[src/rtl/fifo_uart_pkg.sv]
// Shared types and line levels for the FIFO-fed UART transmitter.
// Optional parity support is selected with FIFO_UART_TX_PARITY_EN.
package fifo_uart_pkg;

  typedef enum logic [2:0] {
    IDLE,
    START,
    DATA,
    PARITY,
    STOP
  } tx_state_t;

  localparam logic TX_IDLE_LEVEL = 1'b1;
  localparam logic START_LEVEL   = 1'b0;

endpackage

[src/rtl/fifo_uart_tx_baud_cnt.sv]
// Bit-cycle counter: counts 0..limit, flags the last cycle, then wraps.
// clr forces the count back to zero to align with a new frame.
module baud_cnt #(
  parameter int DVSR_WIDTH = 16
) (
  input  logic                  clk,
  input  logic                  reset,
  input  logic                  clr,
  input  logic [DVSR_WIDTH-1:0] limit,
  output logic                  bit_end
);

  logic [DVSR_WIDTH-1:0] cnt_q;

  assign bit_end = (cnt_q == limit);

  always_ff @(posedge clk) begin
    if (reset) begin
      cnt_q <= '0;
    end else if (clr || bit_end) begin
      cnt_q <= '0;
    end else begin
      cnt_q <= cnt_q + 1'b1;
    end
  end

endmodule

[src/rtl/fifo_uart_tx.sv]
// Pops FIFO words and sends each as a UART frame on tx.
// Define FIFO_UART_TX_PARITY_EN to add a parity bit and parity_odd.
import fifo_uart_pkg::*;

module fifo_uart_tx #(
  parameter int DATA_WIDTH = 8,
  parameter int DVSR_WIDTH = 16,
  parameter int STOP_BITS  = 1
) (
  input  logic                  clk,
  input  logic                  reset,
  input  logic                  en,
  input  logic [DVSR_WIDTH-1:0] dvsr,
`ifdef FIFO_UART_TX_PARITY_EN
  input  logic                  parity_odd,
`endif
  input  logic                  fifo_empty,
  input  logic [DATA_WIDTH-1:0] fifo_r_data,
  output logic                  fifo_rd,
  output logic                  tx,
  output logic                  busy,
  output logic                  tx_done_tick
);

  localparam int IW = (DATA_WIDTH > 1) ? $clog2(DATA_WIDTH) : 1;

  tx_state_t             state_q, state_d;
  logic [DATA_WIDTH-1:0] shreg_q, shreg_d;
  logic [DVSR_WIDTH-1:0] dvsr_q, dvsr_d;
  logic [IW-1:0]         idx_q, idx_d;
  logic                  stop_q, stop_d;
  logic                  tx_q, tx_d;
  logic                  clr, bit_end, last_stop, pop;
`ifdef FIFO_UART_TX_PARITY_EN
  logic                  par_q, par_d;
`endif

  baud_cnt #(.DVSR_WIDTH(DVSR_WIDTH)) u_baud (
    .clk     (clk),
    .reset   (reset),
    .clr     (clr),
    .limit   (dvsr_q),
    .bit_end (bit_end)
  );

  assign last_stop = (state_q == STOP) && bit_end &&
                     (stop_q == 1'(STOP_BITS - 1));
  assign pop = en && !fifo_empty &&
               ((state_q == IDLE) || last_stop);

  assign fifo_rd      = pop;
  assign tx_done_tick = last_stop;
  assign tx           = tx_q;
  assign busy         = (state_q != IDLE);

  always_comb begin
    state_d = state_q;
    shreg_d = shreg_q;
    dvsr_d  = dvsr_q;
    idx_d   = idx_q;
    stop_d  = stop_q;
    tx_d    = tx_q;
    clr     = 1'b0;
`ifdef FIFO_UART_TX_PARITY_EN
    par_d   = par_q;
`endif
    case (state_q)
      IDLE: begin
        clr  = 1'b1;
        tx_d = TX_IDLE_LEVEL;
      end
      START: begin
        if (bit_end) begin
          state_d = DATA;
          idx_d   = '0;
          tx_d    = shreg_q[0];
        end
      end
      DATA: begin
        if (bit_end) begin
          if (idx_q == IW'(DATA_WIDTH - 1)) begin
`ifdef FIFO_UART_TX_PARITY_EN
            state_d = PARITY;
            tx_d    = par_q;
`else
            state_d = STOP;
            stop_d  = 1'b0;
            tx_d    = TX_IDLE_LEVEL;
`endif
          end else begin
            idx_d   = idx_q + 1'b1;
            shreg_d = shreg_q >> 1;
            tx_d    = shreg_d[0];
          end
        end
      end
`ifdef FIFO_UART_TX_PARITY_EN
      PARITY: begin
        if (bit_end) begin
          state_d = STOP;
          stop_d  = 1'b0;
          tx_d    = TX_IDLE_LEVEL;
        end
      end
`endif
      STOP: begin
        if (bit_end) begin
          if (last_stop) begin
            state_d = IDLE;
            tx_d    = TX_IDLE_LEVEL;
          end else begin
            stop_d = stop_q + 1'b1;
          end
        end
      end
      default: begin
        state_d = IDLE;
        tx_d    = TX_IDLE_LEVEL;
      end
    endcase
    // A pop overrides the frame end so back-to-back frames have no gap.
    if (pop) begin
      state_d = START;
      shreg_d = fifo_r_data;
      dvsr_d  = dvsr;
      clr     = 1'b1;
      tx_d    = START_LEVEL;
`ifdef FIFO_UART_TX_PARITY_EN
      par_d   = (^fifo_r_data) ^ parity_odd;
`endif
    end
  end

  always_ff @(posedge clk) begin
    if (reset) begin
      state_q <= IDLE;
      shreg_q <= '0;
      dvsr_q  <= '0;
      idx_q   <= '0;
      stop_q  <= 1'b0;
      tx_q    <= TX_IDLE_LEVEL;
`ifdef FIFO_UART_TX_PARITY_EN
      par_q   <= 1'b0;
`endif
    end else begin
      state_q <= state_d;
      shreg_q <= shreg_d;
      dvsr_q  <= dvsr_d;
      idx_q   <= idx_d;
      stop_q  <= stop_d;
      tx_q    <= tx_d;
`ifdef FIFO_UART_TX_PARITY_EN
      par_q   <= par_d;
`endif
    end
  end

endmodule

[config.mk]
export PLATFORM = sky130hd
export DESIGN_NAME = fifo_uart_tx
export DESIGN_NICKNAME = d
export VERILOG_FILES = /design/src/rtl/fifo_uart_pkg.sv /design/src/rtl/fifo_uart_tx_baud_cnt.sv /design/src/rtl/fifo_uart_tx.sv
export SDC_FILE = /design/constraint.sdc
export NUM_CORES = 1
export LEC_CHECK = 0
export ABC_AREA = 0
export CAP_MARGIN = 5
export CORE_UTILIZATION = 44
export CTS_CLUSTER_SIZE = 20
export DETAILED_ROUTE_END_ITERATION = 7
export MAX_ROUTING_LAYER = met4
export PLACE_DENSITY = 0.71
export SYNTH_ARGS = -nofsm -noshare
export SYNTH_HDL_FRONTEND = slang
export SYNTH_HIERARCHICAL = 1
export SYNTH_SLANG_ARGS = --single-unit
[constraint.sdc]
create_clock -name clk -period 5.1 [get_ports clk]
set_input_delay 1.02 -clock clk [delete_from_list [all_inputs] [get_ports clk]]
set_output_delay 1.02 -clock clk [all_outputs]
set_load 0.03 [all_outputs]
After elaboration in Yosys (flattened, before gate mapping):

Index checks and enable logic that the tools add are counted.
W data, S select, Z words.

* flip-flop bits (word level): 48
* bits of input ports: 28
* output and inout port bits: 4

* add/subtract/negate cells: 3
* equality and inequality tests: 19
* multiplexer cells: 29
* bitwise logic cells: 2
* reductions and logical operators: 21

Operators by type and width (count)
* $mux W8: 4
* $mux W3: 8
* $ne A2 B2 Y1 const B: 9
* $add A16 B1 Y16 const B: 1
* $eq A16 B16 Y1: 1
* $ne A3 B3 Y1 const B: 5
* $mux W1: 13
* $pmux W3 S4: 1
* $reduce_and A6 Y1: 2
* $reduce_and A4 Y1: 2
* $reduce_bool A2 Y1: 4
* $eq A3 B3 Y1 const B: 2
* $pmux W3 S2: 1
* $reduce_and A5 Y1: 1
* $logic_and A1 B1 Y1: 4
* $reduce_or A2 Y1: 2
* $add A3 B1 Y3 const B: 1
* $eq A3 B1 Y1 const B: 1
* $eq A3 B2 Y1 const B: 1
* $logic_not A3 Y1: 1
* $pmux W1 S3: 1
* $reduce_and A3 Y1: 1
* $reduce_bool A3 Y1: 1
* $logic_or A1 B1 Y1: 2
* other kinds (4): 5

Depth between registers and ports, before layout:

Gate-level depths: netlist of run 1.

* word-level depth: 8
* depth in mapped cells: 14
* mapped depth without buffers: 8

Hierarchy:

The synthesis of run 1 kept the hierarchy.

By module, submodules not included
* fifo_uart_tx: instances 1, cells each 163, area an instance 1498.9 um2, sequential area each 640.6 um2
* baud_cnt: instances 1, cells each 102, area an instance 924.6 um2, sequential area each 320.3 um2

Least setup slack after synthesis of run 1:

OpenSTA, ideal clock, no wires.

* path type: register -> output
* start: reg u_baud.cnt_q[5]
* end: out tx_done_tick
* arrival: 2.341 ns
* setup slack: 1.739 ns
* cell stages (with the launch flop): 7
* buffers on the path: 1
* path through: dfxtp_1 xnor2_1 nand4_1 nor4_4 buf_6 nand2b_1 nor4_1

* cells in the longest elaborated chain, start to end: 3

Ends and longest elaborated chain
* start, declared: line fifo_uart_tx_baud_cnt.sv:13 `logic [DVSR_WIDTH-1:0] cnt_q;`
* start signal, assigned: line fifo_uart_tx_baud_cnt.sv:23 `cnt_q <= cnt_q + 1'b1;`
* $eq A16 B16 Y1: line fifo_uart_tx_baud_cnt.sv:15 `assign bit_end = (cnt_q == limit);`
* named net bit_end: line fifo_uart_tx.sv:33 `logic clr, bit_end, last_stop, pop;`
* $logic_and A1 B1 Y1 (2 in series): line fifo_uart_tx.sv:46 `assign last_stop = (state_q == STOP) && bit_end &&`
* end, declared: line fifo_uart_tx.sv:22 `output logic tx_done_tick`

The timed path passes the listed nets, and every way through them passes these cells.

Worst setup path after layout of run 1:

* start: in fifo_empty
* end: out fifo_rd

* cells in the longest elaborated chain, start to end: 3

Ends and longest elaborated chain
* start, declared: line fifo_uart_tx.sv:17 `input logic fifo_empty,`
* $logic_not A1 Y1: line fifo_uart_tx.sv:48 `assign pop = en && !fifo_empty &&`
* $logic_and A1 B1 Y1 (2 in series): line fifo_uart_tx.sv:48
* end, declared: line fifo_uart_tx.sv:19 `output logic fifo_rd,`

Every way passes these cells.

==> results of run 1 <==
area by class of cell:
cell class | instances | area share (%)
Inverter | 7 | 1.11
Multi-Input combinational cell | 193 | 46.5
Sequential cell | 48 | 34.2
Tap cell | 70 | 3.12
Timing Repair Buffer | 34 | 11.8
Clock inverter | 3 | 0.801
Clock buffer | 5 | 2.45
routing by layer:
metal	share of wire [%]	global-route usage, %
met5	0	-
met3	2.4	3.23
met2	45	24.7
met4	1.1	5.77
met1	52	22.3
power groups by stage:
stage / Sequential [mW] / Combinational (mW) / Clock (mW)
floorplan: 0.409 / 0.0968 / 0
global placement: 0.412 / 0.132 / 0
detailed placement: 0.412 / 0.133 / 0
CTS: 0.403 / 0.133 / 0.237
global route: 0.405 / 0.146 / 0.253
finish: 0.403 / 0.132 / 0.228
state kept, by name (all words and copies together) (netlist names):
signal	flops
stop_q	1
tx	1
state_q	3
shreg_q	8
u_baud/cnt_q	16
dvsr_q	16
idx_q	3
kinds of logic (layout without fill, tap and decap cells):
family | after synthesis | count (layout) | synth area share [%]
simple gates | 111 | 111 | 25.1
compound gates | 44 | 44 | 14.3
mux | 7 | 7 | 2.89
flops | 48 | 48 | 39.6
fa+ha+maj | 3 | 3 | 1.55
buf+inv | 24 | 49 | 6.40
xor+xnor | 28 | 28 | 10.1
path summary, 6_finish.rpt:
path	startpoint	endpoint	slack, ns
setup / recovery	fifo_empty	fifo_rd	1.26
hold / removal	idx_q[1]	idx_q[1]	0.46
setup reg to reg	u_baud/cnt_q[2]	u_baud/cnt_q[7]	2.70
hold reg to reg	idx_q[1]	idx_q[1]	0.46
cells in the mapped netlist (5+ instances only):
| master | count |
|---|---|
| nand2_1 | 34 |
| nor3_1 | 17 |
| a21oi_1 | 13 |
| a21oi_2 | 9 |
| nand4_1 | 7 |
| nor2_1 | 12 |
| inv_1 | 6 |
| nand2_2 | 9 |
| nand3_1 | 7 |
| dfxtp_1 | 48 |
| xnor2_1 | 26 |
| nor2b_1 | 5 |
| a211oi_2 | 7 |
| mux2i_1 | 7 |
| nor3b_1 | 5 |
worst max-delay path: stages:
cell	delay (ns)
clkdlybuf4s50_1	0.41
nor4b_2	0.22
a21bo_1	0.29
inv_6	0.17
clkdlybuf4s50_1	0.70
through the flow:
| step | hold slack, ns | power (mW) | utilization [%] | setup slack, ns | std cells |
|---|---|---|---|---|---|
| floorplan | 0.436 | 0.506 | - | 1.74 | 265 |
| global placement | 0.448 | 0.543 | 52.3 | 1.27 | 352 |
| detailed placement | 0.455 | 0.545 | 52.3 | 1.27 | 352 |
| CTS | 0.467 | 0.773 | 54.0 | 1.25 | 360 |
| global route | 0.479 | 0.804 | 54.0 | 1.18 | 360 |
| finish | 0.463 | 0.763 | 54.0 | 1.26 | 360 |
==> metrics.txt, run 1 <==
status finished, final reports clean; commonest non-fill, non-tap cells in the layout dfxtp_1 (48), nand2_1 (34), clkdlybuf4s50_1 (31), xnor2_1 (26), nor3_1 (17); Seq pwr share 52.9%; vias in the first global route 1676; post-route antenna net violation count 0; P_leak 0.925 nW; Final HPWL DP 3.11 mm; Mapped Nets 296; total track usage 16.5%; routed wire length 4.45 mm; share of the synthesized area in the top cell type 39.6%; CP Launch Type input port; WS Path Type input port to primary output; die area 5810 um^2; Clock Path Buffers 2; min-delay worst type register to register; async set-or-reset flop fraction in the synthesized netlist 0%; fin crit share 75.2%; Critical Path Sink Type primary output; Switch Pwr 214 uW; max-cap viol count 0; total gr overflow 0; RSZ-0062 raised after global routing no; Die Width 76.2 um; Yosys reg bits 48; Fmax 261 MHz; VDD IR-drop max 0.199 mV; CP max FO 18; layout cells sized above 1 15.5%; setup violators final 0; number of port buffers 31; worst hold path cell count 2; cell taking the most area after synthesis dfxtp_1; Routed wire per std cell 12.4 um; antenna violations before repair 0; final instance area 2810 um^2; max_slew headroom 63.3%; min Tclk post-route 3.84 ns; TritonRoute pass-1 iters 4; row cnt 26; Fin. Hold Viols 0; Fin Clk Skew 0.00539 ns; sequential area share after synthesis 39.6%; Initial Utilization 46.6%; storage element area 961 um^2; Worst Path Arrival 2.82 ns; area of the multi-input gates 1310 um^2; Gate Count Post-Synth 265; Post-CTS Setup Bufs 0; placed cell area 2720 um^2; CP required 4.08 ns; FILL cells 501; Hold Buf Count CTS 0; Starting DRT DRC Count 106; final slew viol count 0; # H-tree levels 2; Power Dens Cells 271 nW/um^2; top cells by area, synth dfxtp_1 (40%), xnor2_1 (9.4%), nand2_1 (5.3%); TritonCTS clock tree built; Mapped Area 2420 um^2; Clk pwr share 29.9%; Slew @ Worst Pin 0.549 ns; setup TNS 0 ns; Core ar. 5200 um^2; clock slew at reported path FFs 0.08 ns; commonest non-fill, non-tap cell in the layout dfxtp_1; worst reg2reg path depth 9; largest net degree at the start of global routing 35; final RePlAce weighted congestion 0.828; io pins 32; switching part of the total power 28.0%; Top FF cell, synth dfxtp_1; syn avg cell area 9.15 um^2; TritonCTS Buffers 5; Comb pwr share 17.3%; P_int 549 uW; vias 1840; height of the chip 76.2 um; diodes inserted 0; Synth Warn # 6; post-CTS sizing 0; drc violations 0; synth unique cells 45; CTS Root Cell clkbuf_8; clock sinks 48; Post-synth EDFFs 0; area grow syn2layout 16.0%; NumNets Final 320; Clock Latency Late Sink 0.30 ns; first-pass GRT wire length 7.62 mm; Avg Vias per Cell 5.11
No activity file was read; power rests on OpenSTA's default activity.
==> run 2, diff against run 1 <==
Clock period 5.1 ns to 3.8 ns, I/O delays scaled along.
==> run 2 against run 1 <==
  * Die area stayed put
  * Total power is 60% higher
  * Combinational power is 34% higher
  * Clock-buffer cell count stayed put
  * Final area is 2.3% higher
  * Register-to-register slack worse by 1.4 ns
  * Sequential share of layout area is 0.77 points lower
  * Core utilization is 1.3 points higher
  * Sequential cell count stayed put
  * Final cell count stayed put
  * Via count is 3.5% higher
==> metrics.txt, run 2 (synthesis gave the netlist of run 1 again) <==
setup violators final 0 (unchanged); Post-CTS Setup Bufs 0 (unchanged); Hold Buf Count CTS 0 (unchanged); NumNets Final 320 (unchanged); Avg Vias per Cell 5.29 (+3.5%); Setup crit end tx_done_tick; max-cap viol count 0 (unchanged); worst hold path cell count 2 (unchanged); commonest non-fill, non-tap cells in the layout dfxtp_1 (48), nand2_1 (34), clkdlybuf4s50_1 (30), xnor2_1 (26), nor3_1 (17); worst reg2reg path depth 9 (unchanged); WS Path Type register to primary output; top flop regs dvsr_q x16, u_baud/cnt_q x16, shreg_q x8; min-delay worst type register to register; total track usage 18.2% (+1.7 points); Starting DRT DRC Count 142 (+34%); CTS Root Cell clkbuf_8; Layout Cells excl Fill 360 (unchanged); status finished, final reports clean; post-CTS sizing 0 (unchanged); VDD IR-drop max 0.223 mV (+12%); CP Launch Type register; number of port buffers 31 (unchanged); R2R Setup Slk 1.35 ns (-1.35 ns); Die Width 76.2 um (unchanged); Critical Path Sink Type primary output; layout cells sized above 1 15.9% (+0.34 points); die area 5810 um^2 (unchanged); Power Dens Cells 424 nW/um^2 (+56%); area grow syn2layout 18.7%; Clock Path Buffers 2 (unchanged); vias 1905 (+3.5%); clock slew at reported path FFs 0.09 ns (about the same); final slew viol count 0 (unchanged); P_leak 0.956 nW (+3.4%); setup TNS 0 ns (unchanged); antenna violations before repair 0 (unchanged); CP max FO 6 (-12); Routed wire per std cell 12.8 um (+3.9%); FILL cells 484 (-3.4%); row cnt 26 (unchanged); Core ar. 5200 um^2 (unchanged); routed wire length 4.62 mm (+3.9%); min Tclk post-route 3.29 ns; commonest non-fill, non-tap cell in the layout dfxtp_1; post-route antenna net violation count 0 (unchanged); Final HPWL DP 3.17 mm (+1.9%); worst reg2reg endpoint u_baud/cnt_q[2]; CP required 3.04 ns (-1.04 ns); TritonRoute pass-1 iters 4 (unchanged); worst reg2reg startpoint u_baud/cnt_q[2]; io pins 32 (unchanged); Initial Utilization 46.6% (unchanged); Fin Clk Skew 0.0103 ns (+0.00487 ns); total gr overflow 0 (unchanged); vias in the first global route 1787 (+6.6%); height of the chip 76.2 um (unchanged); Fin. Hold Viols 0 (unchanged); diodes inserted 0 (unchanged); Slew @ Worst Pin 0.527 ns (-0.0222 ns); Worst Path Arrival 2.53 ns (-0.29 ns); DP Cell Count 352 (unchanged); Clock Latency Late Sink 0.30 ns (about the same); fin crit share 86.5%; final RePlAce weighted congestion 0.857 (+3.5%); Fmax 304 MHz; RSZ-0062 raised after global routing no; # H-tree levels 2 (unchanged); drc violations 0 (unchanged); largest net degree at the start of global routing 35 (unchanged); TritonCTS Buffers 5 (unchanged); max_slew headroom 64.8% (+1.5 points); TritonCTS clock tree built; crit path launch u_baud/cnt_q[2]; clock sinks 48 (unchanged); first-pass GRT wire length 8.40 mm (+10%)
run 2: cell count changes in the layout (fill, tap and decap cells not counted):
cell and delta:
bufinv_16 +3, buf_4 +1, clkdlybuf4s50_1 -1, clkinv_2 -1, clkinv_4 -1, inv_6 -1
run 2: where the power goes:
group	leakage (nW)	total [mW]	internal [mW]	switching [mW]
Combinational	0.488	0.177	0.0812	0.0959
Clock	0.0784	0.501	0.329	0.172
Sequential	0.390	0.541	0.523	0.0176
Total	0.956	1.22	0.933	0.286
run 2: how the worst min path moves through the flow:
stage,from,to,slack [ns]
after floorplan,idx_q[1],idx_q[1],0.44
after global placement,idx_q[1],idx_q[1],0.45
after detailed placement,idx_q[1],idx_q[1],0.46
after CTS,idx_q[1],idx_q[1],0.47
after global routing,tx,tx,0.49
final,idx_q[2],idx_q[2],0.46
run 2: stage by stage:
step	power (mW)	setup slack (ns)	area (um^2)	utilization (%)	hold slack, ns
final	1.22	0.514	2880	55.3	0.463
after global routing	1.27	0.366	2880	55.3	0.492
after detailed placement	0.730	0.894	2720	52.2	0.455
after floorplan	0.679	0.699	2420	-	0.436
after CTS	1.23	0.524	2880	55.3	0.469
after global placement	0.728	0.937	2720	52.2	0.446
run 2: layout make-up:
cell class	instances	area, um^2	share of cell area [%]
inverter	7	31.3	1.09
clock inverter	3	90.1	3.13
sequential	48	961	33.4
tap	70	87.6	3.04
timing repair buffer	34	330	11.5
multi-input combinational	193	1310	45.5
clock buffer	5	68.8	2.39
run 2: routing by layer:
metal / up-vias / GRT usage, % / routed length, um
met1: 896 / 24.4 / 2330
met2: 37 / 27.3 / 2110
met4: 0 / 6.35 / 58
li1: 966 / - / -
met5: - / - / 0
met3: 6 / 3.59 / 125
run 2: critical path, cell delays in order (launching register included):
cell             delay (ns)
dfxtp_1                0.49
xnor2_1                0.17
nand4_1                0.17
nor4_4                 0.31
nand2b_1               0.13
nor4_1                 0.22
clkdlybuf4s50_1        0.72
==> run 3, diff against run 2 <==
Settings changed: SLEW_MARGIN set to 5.
==> results of run 3 <==
The final DEF is identical to that of run 2; final timing and power are the same.
